[src/rtl/regfile_wb_arbiter_pkg.sv]
// Shared constants and the writeback record used by the register-file write-port arbiter.
package regfile_wb_arbiter_pkg;

   localparam int XLEN       = 64;
   localparam int REG_ADDR_W = 5;
   localparam int NUM_REGS   = 32;

   typedef struct packed {
      logic [REG_ADDR_W-1:0] rd;
      logic [XLEN-1:0]       data;
   } wb_rec_t;

endpackage

[src/rtl/wb_sync_fifo.sv]
// Generic synchronous FIFO; DEPTH must be a power of two so the pointers wrap naturally.
module wb_sync_fifo #(
   parameter int DEPTH = 2,
   parameter int WIDTH = 8
)(
   input  logic             clk,
   input  logic             rst,
   input  logic             push,
   input  logic [WIDTH-1:0] push_data,
   input  logic             pop,
   output logic [WIDTH-1:0] pop_data,
   output logic             full,
   output logic             empty
);

   localparam int PTR_W = (DEPTH > 1) ? $clog2(DEPTH) : 1;

   logic [WIDTH-1:0] mem [DEPTH];
   logic [PTR_W-1:0] wr_ptr;
   logic [PTR_W-1:0] rd_ptr;
   logic [PTR_W:0]   count;
   logic             do_push;
   logic             do_pop;

   assign full     = (count == (PTR_W+1)'(DEPTH));
   assign empty    = (count == '0);
   assign do_push  = push && !full;
   assign do_pop   = pop && !empty;
   assign pop_data = mem[rd_ptr];

   always_ff @(posedge clk) begin
      if (rst) begin
         wr_ptr <= '0;
         rd_ptr <= '0;
         count  <= '0;
      end else begin
         if (do_push) wr_ptr <= wr_ptr + PTR_W'(1);
         if (do_pop)  rd_ptr <= rd_ptr + PTR_W'(1);
         case ({do_push, do_pop})
            2'b10:   count <= count + 1'b1;
            2'b01:   count <= count - 1'b1;
            default: count <= count;
         endcase
      end
   end

   // NOTE: storage is deliberately left out of reset; only the pointers and count define validity.
   always_ff @(posedge clk) begin
      if (do_push) mem[wr_ptr] <= push_data;
   end

endmodule

[src/rtl/regfile_wb_arbiter.sv]
// Register-file write-port arbiter: ALU results (unstallable) beat buffered load results.
// Optional WB_STATS_EN adds a saturating counter of cycles in which a queued load was deferred.
module regfile_wb_arbiter #(
   parameter int LDQ_DEPTH = 2,
   parameter int XLEN      = regfile_wb_arbiter_pkg::XLEN
)(
   input  logic            clk,
   input  logic            rst,
   input  logic            alu_valid,
   input  logic [4:0]      alu_rd,
   input  logic [XLEN-1:0] alu_data,
   input  logic            ld_valid,
   output logic            ld_ready,
   input  logic [4:0]      ld_rd,
   input  logic [XLEN-1:0] ld_data,
   input  logic            ld_issue_valid,
   input  logic [4:0]      ld_issue_rd,
   output logic [31:0]     busy_mask,
   output logic [4:0]      w_addr,
   output logic [XLEN-1:0] w_data,
   output logic            w_enable
`ifdef WB_STATS_EN
   ,
   output logic [31:0]     ld_defer_cnt
`endif
);

   import regfile_wb_arbiter_pkg::*;

   wb_rec_t               ld_rec;
   wb_rec_t               head;
   logic                  full;
   logic                  empty;
   logic                  push;
   logic                  pop;
   logic                  sel_valid;
   logic [REG_ADDR_W-1:0] sel_rd;
   logic [XLEN-1:0]       sel_data;
   logic [NUM_REGS-1:0]   busy_next;

   assign ld_rec   = '{rd: ld_rd, data: ld_data};
   assign ld_ready = !full && !rst;
   assign push     = ld_valid && ld_ready;
   assign pop      = !empty && !alu_valid;

   wb_sync_fifo #(
      .DEPTH (LDQ_DEPTH),
      .WIDTH ($bits(wb_rec_t))
   ) u_ldq (
      .clk       (clk),
      .rst       (rst),
      .push      (push),
      .push_data (ld_rec),
      .pop       (pop),
      .pop_data  (head),
      .full      (full),
      .empty     (empty)
   );

   // NOTE: every always_comb output gets a default first so no latch is inferred.
   always_comb begin
      sel_valid = 1'b0;
      sel_rd    = alu_rd;
      sel_data  = alu_data;
      if (alu_valid) begin
         sel_valid = 1'b1;
      end else if (pop) begin
         sel_valid = 1'b1;
         sel_rd    = head.rd;
         sel_data  = head.data;
      end
   end

   // A slot targeting x0 is consumed but never strobes the register file.
   always_ff @(posedge clk) begin
      if (rst) begin
         w_enable <= 1'b0;
         w_addr   <= '0;
         w_data   <= '0;
      end else begin
         w_enable <= sel_valid && (sel_rd != '0);
         if (sel_valid && (sel_rd != '0)) begin
            w_addr <= sel_rd;
            w_data <= sel_data;
         end
      end
   end

   // Clear for the dequeued load first, then the new issue, so a same-cycle set wins.
   always_comb begin
      busy_next = busy_mask;
      if (pop)            busy_next[head.rd]     = 1'b0;
      if (ld_issue_valid) busy_next[ld_issue_rd] = 1'b1;
      busy_next[0] = 1'b0;
   end

   always_ff @(posedge clk) begin
      if (rst) busy_mask <= '0;
      else     busy_mask <= busy_next;
   end

`ifdef WB_STATS_EN
   always_ff @(posedge clk) begin
      if (rst)
         ld_defer_cnt <= '0;
      else if (!empty && alu_valid && (ld_defer_cnt != '1))
         ld_defer_cnt <= ld_defer_cnt + 32'd1;
   end
`endif

endmodule

[config.mk]
export PLATFORM = sky130hd
export DESIGN_NAME = regfile_wb_arbiter
export DESIGN_NICKNAME = d
export VERILOG_FILES = /design/src/rtl/regfile_wb_arbiter_pkg.sv /design/src/rtl/wb_sync_fifo.sv /design/src/rtl/regfile_wb_arbiter.sv
export SDC_FILE = /design/constraint.sdc
export NUM_CORES = 1
export LEC_CHECK = 0
export ABC_AREA = 1
export CELL_PAD_IN_SITES_DETAIL_PLACEMENT = 0
export CELL_PAD_IN_SITES_GLOBAL_PLACEMENT = 1
export CORE_ASPECT_RATIO = 2
export CORE_MARGIN = 2
export CORE_UTILIZATION = 38
export CTS_CLUSTER_SIZE = 40
export DETAILED_ROUTE_END_ITERATION = 8
export PLACE_DENSITY = 0.83
export SLEW_MARGIN = 10
export SYNTH_ARGS = -nofsm -noshare
export SYNTH_HDL_FRONTEND = slang
export SYNTH_SLANG_ARGS = --single-unit
export TNS_END_PERCENT = 20
[constraint.sdc]
create_clock -name clk -period 7.51 [get_ports clk]
set_clock_uncertainty 0.2 [all_clocks]
set_input_delay 1.8775 -clock clk [delete_from_list [all_inputs] [get_ports clk]]
set_output_delay 1.8775 -clock clk [all_outputs]
set_load 0.1 [all_outputs]
After elaboration in Yosys (flattened, before gate mapping)
Memory sizes are Yosys's and may differ from the RTL's. A register that Yosys moved wholly into a read port is not among the register bits.
Index checks and enable logic that the tools add are counted.
{ "totals": {"word_cells": 55, "inputBits": 148, "ramBits": 138, "output_inout_bits": 103, "rom_bits": 0, "n_memories": 1, "register_bits": 106, "latchBits": 0} }
{ "classes": {"mul": 0, "n_reduce_logical": 15, "eq_ne": 3, "shift": 0, "n_addsub": 4, "muxes": 17, "order_cmp": 4, "bitwise_logic": 3, "div_mod_pow": 0} }
{ "mem_list": {"columns": ["name", "depth", "word_bits", "read_ports", "rd_clocked_by_memory_dff", "wr", "line_no", "rtl"], "rows": [
  ["u_ldq.mem", 2, 69, 1, 1, 1, "wb_sync_fifo.sv:18", "logic [WIDTH-1:0] mem [DEPTH];"]
]} }
{ "op_table": {"columns": ["cell", "n"], "rows": [
  ["64-bit two-way mux", 2],
  ["32-bit two-way mux", 2],
  ["32-bit bitwise AND", 1],
  ["32-bit inverter", 1],
  ["32-bit OR", 1],
  ["5-bit by 6-bit less-than comparator with 1-bit output, second input constant", 2],
  ["1-bit demux with 5-bit select", 2],
  ["5-bit by 1-bit >= comparator with 1-bit output, second input constant", 2],
  ["5-bit two-way mux", 2],
  ["1-bit logical AND", 8],
  ["1-bit two-way mux", 8],
  ["5-bit nonzero test", 1],
  ["2-bit equality test, second input constant", 2],
  ["1-bit logical NOT", 4],
  ["2-bit one-hot mux with 2 select lines", 1],
  ["1-bit adder, second input constant", 2],
  ["2-bit by 1-bit adder with 2-bit output, second input constant", 1],
  ["2-bit by 1-bit equality test with 1-bit output, second input constant", 1],
  ["2-bit logical NOT", 1],
  ["2-bit nonzero test", 1],
  ["2-bit by 1-bit subtractor with 2-bit output, second input constant", 1]
]} }

Logic depth before layout (Yosys ltp)
{ "depth": {"ltp_word": 9, "ltp_mapped": 13, "depth_no_buf": 10} }

Cells and area by module
Synthesis repeated with hierarchy kept, for this count alone.
{ "hier_totals": {"cells_unflattened": 904, "hier_area_um2": 10068.4} }
{ "modules_own_cells": {"columns": ["module", "seq_area_each_um2", "cells_per_inst", "area_each_um2", "n_inst"], "rows": [
  ["wb_sync_fifo", 4244.1, 255, 5266.3, 1],
  ["regfile_wb_arbiter", 2021.9, 649, 4802.1, 1]
]} }

Least setup slack after synthesis
OpenSTA, ideal clock, no wires.
{ "synth_timing": {"kind": "input to register", "from": "input rst", "to": "memory u_ldq.mem[0][0] (netlist name) (enable)", "t_arrival_ns": 6.892, "required_time_ns": 6.814, "slack_ns": -0.079, "setup_time_ns": 0.496, "cell_stages": 4, "n_path_buf": 1, "cell_sequence": "clkbuf_1 > a21oi_1 > nand2_1 > nor2_1"} }
{ "synth_via": {"elab_chain_cells": 6} }
{ "synth_rtl": {"columns": ["element", "line_no", "rtl"], "rows": [
  ["start, declared", "regfile_wb_arbiter.sv:8", "input logic rst,"],
  ["1-bit logical NOT", "regfile_wb_arbiter.sv:42", "assign ld_ready = !full && !rst;"],
  ["1-bit logical AND", "regfile_wb_arbiter.sv:42", null],
  ["via ld_ready", "regfile_wb_arbiter.sv:13", "output logic ld_ready,"],
  ["1-bit logical AND", "regfile_wb_arbiter.sv:43", "assign push = ld_valid && ld_ready;"],
  ["1-bit logical AND", "wb_sync_fifo.sv:27", "assign do_push = push && !full;"],
  ["1-bit two-way mux", "wb_sync_fifo.sv:49", "if (do_push) mem[wr_ptr] <= push_data;"],
  ["1-bit two-way mux (implied by the code)", "wb_sync_fifo.sv:49", null],
  ["end, declared", "wb_sync_fifo.sv:18", null]
]} }
The timed path passes the listed nets, and every way through them passes these cells.

Worst setup path after layout
{ "layout_timing": {"from": "input rst", "to": "output ld_ready"} }
{ "layout_via": {"elab_chain_cells": 2} }
{ "layout_rtl": {"columns": ["element", "line_no"], "rows": [
  ["1-bit logical NOT", "regfile_wb_arbiter.sv:42"],
  ["1-bit logical AND", "regfile_wb_arbiter.sv:42"],
  ["end, declared", "regfile_wb_arbiter.sv:13"]
]} }
No other way between the ends.

==> key figures <==
Worst setup path
  • Cell depth of the worst flop-to-flop path: 11
  • Critical path class: in -> out
  • Critical-path top delay cell: clkdlybuf4s50_1
  • CP Cell Sequence: clkdlybuf4s50_1 > buf_4 > a21oi_1 > buf_4
  • Delay-heaviest family, CP: buffers and inverters
  • Buf/Inv on CP: 3
  • CP most frequent cell: buf_4
  • Required time worst endpoint: 5.43 ns
  • Worst EP arrival: 3.09 ns
  • Slowest stage delay, CP: ~0.4 ns
  • Worst reg2reg endpoint: w_data[16]
  • Max FO, Critical Path: 34
  • Reg2Reg Setup Slack: 3.57 ns
  • Endpoint class of the critical path: output port
  • CP Launch Type: input port

STA
  • Final max-slew violation count: 0
  • Final min period: 5.170 ns
  • RSZ-0062 raised after global routing: false
  • Final Hold Viols: 0
  • Max Fclk: 0.1934 GHz
  • Actual slew at the worst max-slew pin: 1.112 ns
  • Rel. slew slack: 0.2562
  • WHS: 0.2638 ns
  • Final worst slack: 2.340 ns
  • Fin Setup TNS: 0 ns
  • Setup-failing EPs final: 0
  • Period utilization: 0.6884

Pwr
  • Static leakage: 5.593 nW
  • Logic pwr share: 0.326
  • P_sw: roughly 1.6 mW
  • Worst VDD drop: 0.1959 mV
  • Clk network pwr share: 0.289
  • Seq pwr share: 0.385
  • Net Sw Frac: 0.3792
  • Pint: approximately 2.6 mW
  • Pwr per Cell Area: 295.2 nW/µm²
  • Tot Pwr: slightly above 4 mW

Synth
  • #FFs+latches synth: about 240
  • Yosys cell types: 26
  • Post-synth ARST share: 0
  • Syn avg cell area: 9.572 µm²
  • Sequential area share after synthesis: 0.5881
  • Most used DFF post-synth: edfxtp_1
  • Yosys Warn Count: 0
  • Post-synth EDFFs: 138
  • Synth Instances: 1113
  • Syn Nets: 1262
  • Syn Std Cell Area: approximately 11000 µm²

Drt
  • Final wirelength: around 30 mm
  • Drc violations: 0
  • DRT Pass-1 Iters: 5
  • Starting DRC count in detailed routing: slightly below 500
  • Post-DRT Antenna Nets: 0
  • Drt wl/cell: 17.66 µm
  • Vias: 8385
  • Via/cell ratio: approximately 4.9

Placement
  • DP HPWL: 19.93 mm
  • Final GP Congestion: between 0.8 and 0.9
  • Area post-placement: 13240 µm²
  • Post-Place Cells: 1655
  • Buffers on Ports: 249
  • DP Worst Slack: 2.335 ns

Global route
  • Gr ovfl total: 0
  • Largest net degree at the start of global routing: 70
  • First-pass GRT wire length: between 40 and 50 mm
  • Total GRT Usage: 0.2042
  • Number of global-route vias before repair: between 8k and 9k
  • Initial antenna violation count: 4

Die
  • Die area: 29470 µm²
  • Initial standard-cell utilization of the core: 0.3868
  • Core box area: 27550 µm²
  • Die X: between 100 and 150 µm
  • FP Rows: 86
  • IO Pins: between 200 and 300
  • Die Ht: between 200 and 250 µm

Min path
  • Origin of the worst min-delay path: u_ldq.rd_ptr
  • Depth of the worst hold-timing path: 1
  • Worst hold path type: reg -> reg

Finish
  • Layout Utilization: 0.5091
  • Final Cell Area: 14020 µm²
  • Fraction of final layout cells with drive strength greater than 1: 0.1019
  • Post-layout net count: about 1.5k
  • Non-Filler Instances: 1702
  • Layout area overhead: 31.64%

Clock network
  • CTS Buf Count: 23
  • # Post-CTS Setup Buffers: 0
  • Clock H-tree levels: 1
  • Clk_lat worst skew: 0.53 ns
  • Clock buffer depth: 3
  • Cts hold-fix bufs: 0
  • # clock sinks: 244
  • Post-CTS sizing: 0
  • CTS tree: done
  • Worst-path clk slew: roughly 0.07 ns
  • CTS root buf: clkbuf_16

Flow run
  • Max-cap viol count: 0

Run status
  • Status: complete, no violations
[flip-flops by register name, summed over array words and instances, names as in the netlist, named ones only]
signal        count
busy_mask        31
u_ldq.mem       138
u_ldq.wr_ptr      1
w_data           64
w_enable          1
u_ldq.count       2
w_addr            5
u_ldq.rd_ptr      1
[cell usage after synthesis (6+ instances only)]
master    count  area [µm²]
dfxtp_1     106        2122
nor2_1      201       754.5
clkbuf_1     25       93.84
buf_2        25       125.1
buf_12        6       120.1
buf_4         7       52.55
nand3_2      61       610.6
nor3_1        9       45.04
o31ai_1      64       480.5
a21oi_1     106       530.5
buf_6         8       90.09
inv_1        81       304.0
edfxtp_1    138        4144
o21ai_0      35       175.2
nand2_1     202       758.2
nor2_2        8       50.05
nand3_1      16       80.08
[worst max path at each step]
stage | depth (start not counted) | end | from | slack (ns)
after floorplan | 4 | u_ldq.mem[0][0] | rst | -0.08
after global placement | 4 | ld_ready | rst | 2.40
after detailed placement | 11 | w_data[17] | alu_valid | 2.34
after CTS | 4 | ld_ready | rst | 2.36
after global routing | 4 | ld_ready | rst | 2.31
final | 4 | ld_ready | rst | 2.34
[layer usage]
layer / up-vias / GRT usage / share of wire
met1: 3907 / 0.2220 / 0.37
li1: 4161 / - / -
met4: 0 / 0.1021 / 0.044
met5: - / 0 / 0
met2: 250 / 0.3714 / 0.53
met3: 67 / 0.03899 / 0.056
[layout by cell type, fill, tap and decap left out, drive strengths merged, types with 5 or more instances in the layout]
cell type / instances
clkdlybuf4s50: 248
nor2: 212
nand2: 205
edfxtp: 138
a21oi: 106
dfxtp: 106
inv: 85
nand3: 77
o31ai: 64
o21ai: 38
clkbuf: 26
buf: 15
nor3: 9
clkinvlp: 6
diode: 5
clkinv: 5
[logic make-up (layout without fill, tap and decap cells)]
family | Yosys count | after routing | share of synthesized area
adder cells (fa/ha/maj) | 1 | 1 | 0.001174
AND/OR/NAND/NOR | 503 | 503 | 0.2207
flip-flops | 244 | 244 | 0.5881
AO/OA/AOI/OAI | 208 | 208 | 0.1134
buffers and inverters | 156 | 388 | 0.07622
other | 1 | 6 | 0.0003520
[cell type report]
| class | instances | area [µm²] |
|---|---|---|
| sequential | 244 | 6267 |
| tap | 352 | 440.4 |
| inverter | 83 | 311.5 |
| antenna | 5 | 12.51 |
| multi-input combinational | 713 | 3613 |
| clock inverter | 16 | 185.2 |
| timing repair buffer | 263 | 2608 |
| clock buffer | 26 | 586.8 |
| fill | 2601 | 13520 |
[power groups by stage]
stage	combinational [mW]	sequential [mW]	clock, mW
after global routing	1.45	1.61	1.28
after CTS	1.36	1.60	1.23
final	1.35	1.59	1.20
after detailed placement	1.36	1.63	0
after floorplan	0.489	2.14	0
after global placement	1.35	1.62	0
(Power assumes the default switching activity.)
